$ cat config.mk
export PLATFORM = sky130hd
export DESIGN_NAME = piso_shift_tx_flat
export DESIGN_NICKNAME = d
export VERILOG_FILES = /design/src/rtl/piso_pkg.sv /design/src/rtl/piso_shift_tx_if.sv /design/src/rtl/piso_bit_cnt.sv /design/src/rtl/piso_shift_tx.sv /design/src/flat_wrapper.sv
export SDC_FILE = /design/constraint.sdc
export NUM_CORES = 1
export LEC_CHECK = 0
export ABC_AREA = 1
export BUFFER_PORTS_ARGS = -buffer_cell sky130_fd_sc_hd__buf_2
export CAP_MARGIN = 10
export CORE_MARGIN = 10
export CORE_UTILIZATION = 32
export CTS_CLUSTER_DIAMETER = 100
export DETAILED_ROUTE_END_ITERATION = 16
export SLEW_MARGIN = 20
export SYNTH_ARGS = -nofsm -noshare
export SYNTH_HDL_FRONTEND = slang
export SYNTH_SLANG_ARGS = --single-unit
$ cat constraint.sdc
create_clock -name clk -period 3.9 [get_ports clk]
set_clock_uncertainty 0.1 [all_clocks]
set_input_delay 0.78 -clock clk [delete_from_list [all_inputs] [get_ports clk]]
set_output_delay 0.78 -clock clk [all_outputs]
set_load 0.005 [all_outputs]
$ cat src/rtl/piso_pkg.sv
// piso_pkg: shared types and helpers for the piso_shift_tx transmitter.
//   piso_state_e   : FSM state encoding (IDLE, SHIFT, PARITY)
//   PISO_DEF_WIDTH : default data word width
//   piso_frame_len : serial frame length in bits for a given width and parity setting
// Optional feature macro: PISO_PARITY_EN (adds a trailing even-parity bit).
package piso_pkg;

   typedef enum logic [1:0] {
      ST_IDLE   = 2'd0,
      ST_SHIFT  = 2'd1,
      ST_PARITY = 2'd2
   } piso_state_e;

   localparam int PISO_DEF_WIDTH = 8;

`ifdef PISO_PARITY_EN
   localparam bit PISO_PARITY_ON = 1'b1;
`else
   localparam bit PISO_PARITY_ON = 1'b0;
`endif

   function automatic int piso_frame_len(input int width, input bit parity_en);
      return parity_en ? width + 1 : width;
   endfunction

endpackage

$ cat src/rtl/piso_shift_tx_if.sv
// piso_shift_tx_if: load handshake and serial output bundle of piso_shift_tx.
//   din, load_valid   : parallel word offered by the source
//   load_ready        : transmitter accepts the word on a clock edge where
//                       load_valid && load_ready (no other transfer condition)
//   sout, sout_valid  : serial bit and its qualifier
//   frame_done, busy  : end-of-frame pulse and frame-in-progress flag
//   state_dbg         : FSM state, exposed for observation
// Modports: master = word source / serial sink, slave = transmitter.
interface piso_shift_tx_if
   import piso_pkg::*;
#(
   parameter int WIDTH = PISO_DEF_WIDTH
);
   logic [WIDTH-1:0] din;
   logic             load_valid;
   logic             load_ready;
   logic             sout;
   logic             sout_valid;
   logic             frame_done;
   logic             busy;
   piso_state_e      state_dbg;

   modport master (
      output din, load_valid,
      input  load_ready, sout, sout_valid, frame_done, busy, state_dbg
   );

   modport slave (
      input  din, load_valid,
      output load_ready, sout, sout_valid, frame_done, busy, state_dbg
   );
endinterface

$ cat src/rtl/piso_bit_cnt.sv
// piso_bit_cnt: frame bit counter for piso_shift_tx.
//   clk, rst_n : clock, asynchronous active-low reset
//   clr_i      : synchronous clear to zero (highest priority)
//   zero_i     : load zero (start of frame / end of data bits)
//   inc_i      : increment by one
//   cnt_o      : current count, $clog2(WIDTH+1) bits
//   tc_o       : terminal count, high when cnt_o == WIDTH-1
module piso_bit_cnt #(
   parameter int WIDTH = 8,
   localparam int CW   = $clog2(WIDTH + 1)
) (
   input  logic          clk,
   input  logic          rst_n,
   input  logic          clr_i,
   input  logic          zero_i,
   input  logic          inc_i,
   output logic [CW-1:0] cnt_o,
   output logic          tc_o
);

   logic [CW-1:0] cnt_q;
   logic [CW-1:0] cnt_d;

   always_comb begin
      cnt_d = cnt_q;
      if (clr_i || zero_i) begin
         cnt_d = '0;
      end else if (inc_i) begin
         cnt_d = cnt_q + CW'(1);
      end
   end

   always_ff @(posedge clk or negedge rst_n) begin
      if (!rst_n) begin
         cnt_q <= '0;
      end else begin
         cnt_q <= cnt_d;
      end
   end

   assign cnt_o = cnt_q;
   assign tc_o  = (cnt_q == CW'(WIDTH - 1));

endmodule

$ cat src/rtl/piso_shift_tx.sv
// piso_shift_tx: parallel-in / serial-out shift transmitter.
//   clk      : system clock, rising edge
//   reset_n  : asynchronous active-low reset
//   clear_n  : synchronous active-low clear, discards any frame in flight
//   bus      : piso_shift_tx_if.slave (din/load_valid/load_ready handshake,
//              sout/sout_valid/frame_done/busy outputs, state_dbg)
// Parameters: WIDTH (>=2), LSB_FIRST (1 = bit 0 first, 0 = bit WIDTH-1 first).
// Optional feature macro: PISO_PARITY_EN appends an even-parity bit to every
// frame and moves frame_done onto it.
module piso_shift_tx
   import piso_pkg::*;
#(
   parameter int WIDTH     = PISO_DEF_WIDTH,
   parameter bit LSB_FIRST = 1'b1
) (
   input  logic                  clk,
   input  logic                  reset_n,
   input  logic                  clear_n,
   piso_shift_tx_if.slave        bus
);

   localparam int CW = $clog2(WIDTH + 1);

   piso_state_e      state_q;
   logic [WIDTH-1:0] shreg_q;
   logic [WIDTH-1:0] shreg_d;
   logic [CW-1:0]    cnt;
   logic             cnt_tc;
   logic             in_shift;
   logic             last_cycle;
   logic             load_ready;
   logic             accept;
   logic             head_bit;
`ifdef PISO_PARITY_EN
   logic             parity_q;
`endif

   assign in_shift = (state_q == ST_SHIFT);
   assign head_bit = LSB_FIRST ? shreg_q[0] : shreg_q[WIDTH-1];

   always_comb begin
      shreg_d = LSB_FIRST ? (shreg_q >> 1) : (shreg_q << 1);
   end

`ifdef PISO_PARITY_EN
   assign last_cycle = (state_q == ST_PARITY);
`else
   assign last_cycle = in_shift && cnt_tc;
`endif

   // Ready gates on reset_n and clear_n combinationally so neither a held
   // reset nor a clear cycle can accept a word.
   assign load_ready = reset_n && clear_n && ((state_q == ST_IDLE) || last_cycle);
   assign accept     = bus.load_valid && load_ready;

   piso_bit_cnt #(.WIDTH(WIDTH)) u_bit_cnt (
      .clk    (clk),
      .rst_n  (reset_n),
      .clr_i  (!clear_n),
      .zero_i (accept || (in_shift && cnt_tc)),
      .inc_i  (in_shift && !cnt_tc),
      .cnt_o  (cnt),
      .tc_o   (cnt_tc)
   );

   // accept can only be high in IDLE or the final frame cycle, so loading
   // ahead of the state case also covers the back-to-back reload.
   always_ff @(posedge clk or negedge reset_n) begin
      if (!reset_n) begin
         state_q  <= ST_IDLE;
         shreg_q  <= '0;
`ifdef PISO_PARITY_EN
         parity_q <= 1'b0;
`endif
      end else if (!clear_n) begin
         state_q  <= ST_IDLE;
         shreg_q  <= '0;
`ifdef PISO_PARITY_EN
         parity_q <= 1'b0;
`endif
      end else if (accept) begin
         state_q  <= ST_SHIFT;
         shreg_q  <= bus.din;
`ifdef PISO_PARITY_EN
         parity_q <= ^bus.din;
`endif
      end else begin
         case (state_q)
            ST_IDLE: begin
               state_q <= ST_IDLE;
            end
            ST_SHIFT: begin
               shreg_q <= shreg_d;
               if (cnt_tc) begin
`ifdef PISO_PARITY_EN
                  state_q <= ST_PARITY;
`else
                  state_q <= ST_IDLE;
`endif
               end
            end
            ST_PARITY: begin
               state_q <= ST_IDLE;
            end
            default: begin
               state_q <= ST_IDLE;
            end
         endcase
      end
   end

   always_comb begin
      bus.sout = 1'b0;
      if (in_shift) begin
         bus.sout = head_bit;
      end
`ifdef PISO_PARITY_EN
      else if (state_q == ST_PARITY) begin
         bus.sout = parity_q;
      end
`endif
   end

   assign bus.sout_valid = (state_q == ST_SHIFT) || (state_q == ST_PARITY);
   assign bus.busy       = bus.sout_valid;
   assign bus.frame_done = last_cycle;
   assign bus.load_ready = load_ready;
   assign bus.state_dbg  = state_q;

endmodule

$ cat src/flat_wrapper.sv
// flat-port wrapper written by rule: the top's interface ports become plain ports
module piso_shift_tx_flat import piso_pkg::*;
#(
   parameter int WIDTH     = PISO_DEF_WIDTH,
   parameter bit LSB_FIRST = 1'b1
)
  (clk, reset_n, clear_n, bus_din, bus_load_valid, bus_load_ready, bus_sout, bus_sout_valid, bus_frame_done, bus_busy, bus_state_dbg);
  piso_shift_tx_if #(.WIDTH(WIDTH)) bus_i ();
  input  logic clk;
  input  logic reset_n;
  input  logic clear_n;
  input wire logic [$bits(bus_i.din)-1:0] bus_din;
  input wire logic [$bits(bus_i.load_valid)-1:0] bus_load_valid;
  output wire logic [$bits(bus_i.load_ready)-1:0] bus_load_ready;
  output wire logic [$bits(bus_i.sout)-1:0] bus_sout;
  output wire logic [$bits(bus_i.sout_valid)-1:0] bus_sout_valid;
  output wire logic [$bits(bus_i.frame_done)-1:0] bus_frame_done;
  output wire logic [$bits(bus_i.busy)-1:0] bus_busy;
  output wire logic [$bits(bus_i.state_dbg)-1:0] bus_state_dbg;
  assign bus_i.din = bus_din;
  assign bus_i.load_valid = bus_load_valid;
  assign bus_load_ready = bus_i.load_ready;
  assign bus_sout = bus_i.sout;
  assign bus_sout_valid = bus_i.sout_valid;
  assign bus_frame_done = bus_i.frame_done;
  assign bus_busy = bus_i.busy;
  assign bus_state_dbg = bus_i.state_dbg;
  piso_shift_tx #(.WIDTH(WIDTH), .LSB_FIRST(LSB_FIRST)) u_core (.clk(clk), .reset_n(reset_n), .clear_n(clear_n), .bus(bus_i));
endmodule
==> flow_summary_export.csv <==
group,metric,value,unit
critical_path,reg2reg_to,"u_core.shreg_q[1]",
critical_path,slowest_stage,"buf_2",
critical_path,cp_common_cell,"buf_2",
drt,firstDrtPassIters,4,
drt,vias_per_cell,4.47,
cts,cts_tree,"built",
timing,slew_viol_final,0,
critical_path,worstSetupPathType,"primary input to output pin",
critical_path,crit_chain,"buf_2 -> nand2_1 -> nor2_1 -> buf_2",
global_route,grt_pass1_wl,2880,µm
critical_path,max_stage_delay,0.31,ns
place,dpl_worst_slack,1.46,ns
floorplan,core,0.00221,mm²
place,port_buffers,17,
yosys,netlist_area,747,µm²
timing,hold_violations,0,
cts,cts_setup_buffers,0,
cells_and_area,final_nets,123,
critical_path,r2r-start,"u_core.bus.state_dbg[0]",
critical_path,worst-r2r-setup-slack,2.10,ns
yosys,syn_inst,93,
cells_and_area,drive_gt1_share,27.5,%
run,max_cap_violations,0,
timing,max_slew.worst_pin.slew,0.759,ns
critical_path,crit_family,"buffers and inverters",
critical_path,timing.critical_path.buf_inv,2,
timing,setup_violations,0,
cells_and_area,final_cell_count_no_fill,137,
drt,drtAntennaViolNets,0,
power,power.leakage,0.000472,µW
hold_path,hp-class,"primary input to async pin",
critical_path,end_kind,"output pin",
cts,cts.path.max_buffers,2,
timing,clock.fmax,0.414,GHz
drt,drtIter0Drc,24,
cells_and_area,area_delta_synth_final,14.1,%
outcome,status,"finished clean",
yosys,ys_seq_area_share,43.6,%
yosys,syn-mean-instance-area,8.03,µm²
drt,vias,613,
cts,cts_made_buffers,3,
place,hpwl,1300,µm
yosys,synth_nets,106,
cells_and_area,fill_cells,245,
power,power_density,325,mW/mm²
global_route,grt_max_degree,16,
critical_path,start_kind,"primary input",
global_route,overflow,0,
cts,cts_max_level,1,
cts,post_cts_resized,0,
floorplan,die_w,68.3,µm
yosys,ys_warn_count,0,
floorplan,ioPinCount,19,
timing,period_needed,2.41,ns
timing,rsz0062_at_grt,"false",
power,ir_drop,0.232,mV
floorplan,core.rowCount,17,
floorplan,die_height,68.3,µm
floorplan,initial_utilization,33.8,%
drt,route.detailed.drc,0,
critical_path,reg2reg_depth,4,
critical_path,crit_fanout,15,
cts,cts_root_buf,"clkbuf_4",
cts,cts.clk_slew.worst_paths,0.09,ns
global_route,antenna_found_initial,0,
timing,fin_ws,1.49,ns
yosys,synth_seq_cells,13,
global_route,track_usage,7.93,%
place,dpl.cell_count,133,
timing,fin_setup_tns,0,ns
place,gp_congestion,0.726,
drt,finalWirelength,1660,µm
floorplan,die_area,0.00467,mm²
cts,ctsHoldBuffers,0,
cts,clock_latency,0.28,ns
drt,post_drt_wl_per_cell,12.1,µm
timing,fin_crit_sh,61.9,%
critical_path,cp.arrival,1.53,ns
timing,relSlewSlack,49.3,%
critical_path,crit_required,3.02,ns
global_route,grt_pass1_vias,635,
cells_and_area,antennaDiodeCount,0,
yosys,synth.distinct_cells,23,
critical_path,crit_start,"reset_n",
cts,cts_sinks,13,
-- cell usage after synthesis (all sizes together) --
cell type / number / area, µm²
nand2: 32 / 128
xnor2: 1 / 8.76
buf: 5 / 41.3
xor2: 1 / 8.76
nand3: 8 / 57.6
or2: 1 / 6.26
a211oi: 1 / 12.5
o22ai: 1 / 6.26
ha: 1 / 12.5
conb: 1 / 3.75
inv: 13 / 48.8
nand4: 2 / 12.5
dfrtp: 13 / 325
nor2: 4 / 15.0
a21oi: 1 / 5.00
o21ai: 8 / 55.0
-- report_power, final --
part / internal [µW] / total [µW] / leakage (µW) / switching [µW]
registers: 142 / 149 / 0.000177 / 6.11
logic: 17.0 / 44.4 / 0.000281 / 27.4
clock network: 39.6 / 83.9 / 0.0000150 / 44.3
total: 199 / 277 / 0.000472 / 77.9
-- placed cells by master, fill, tap and decap left out, types with 2 or more instances in the layout --
cell      synthesis  routed
nand4_1           2       2
nand3_1           6       6
o21ai_2           4       4
nand2_1          31      31
o21ai_0           3       3
clkbuf_4          0       3
buf_2             0      17
nor2_1            4       4
dfrtp_1          13      13
inv_1            12      12
-- stage by stage --
stage	hold WS, ns	util (%)	cell area [µm²]	power, µW
floorplan	0.341	-	747	181
global placement	0.366	37.3	826	195
detailed placement	0.371	37.3	826	196
CTS	0.302	38.5	852	280
global route	0.296	38.5	852	297
finish	0.300	38.5	852	277
-- kinds of logic after synthesis --
| group | Yosys count | synth area share [%] |
|---|---|---|
| other cells | 1 | 0.502 |
| flops | 13 | 43.6 |
| simple gates | 47 | 29.3 |
| xor+xnor | 2 | 2.35 |
| buf+inv | 18 | 12.1 |
| compound gates | 11 | 10.6 |
| fa+ha+maj | 1 | 1.67 |
-- how the worst max path moves through the flow --
stage / cells after the start / endpoint
after floorplan: 2 / bus_load_ready
after global placement: 4 / bus_load_ready
after detailed placement: 4 / bus_load_ready
after CTS: 4 / bus_load_ready
after global routing: 4 / bus_load_ready
final: 4 / bus_load_ready
-- layout make-up --
class,instances,area [µm²],share of cell area (%)
multi-input combinational,62,332,38.9
sequential,13,325,38.2
timing repair buffer,17,85.1,9.99
inverter,13,48.8,5.73
tap,28,35.0,4.11
clock buffer,4,26.3,3.08
-- routing by layer --
| layer | share of wire, % | global-route usage [%] |
|---|---|---|
| met1 | 46 | 9.36 |
| met2 | 45 | 12.9 |
| met3 | 9.1 | 3.75 |
| met4 | 0.48 | 1.51 |
| met5 | 0 | 0 |
-- sequential cells by signal (all words and copies together), names as in the netlist --
name	count
u_core.shreg_q	8
u_core.u_bit_cnt.cnt_o	4
u_core.bus.state_dbg	1
(Power assumes the default switching activity.)
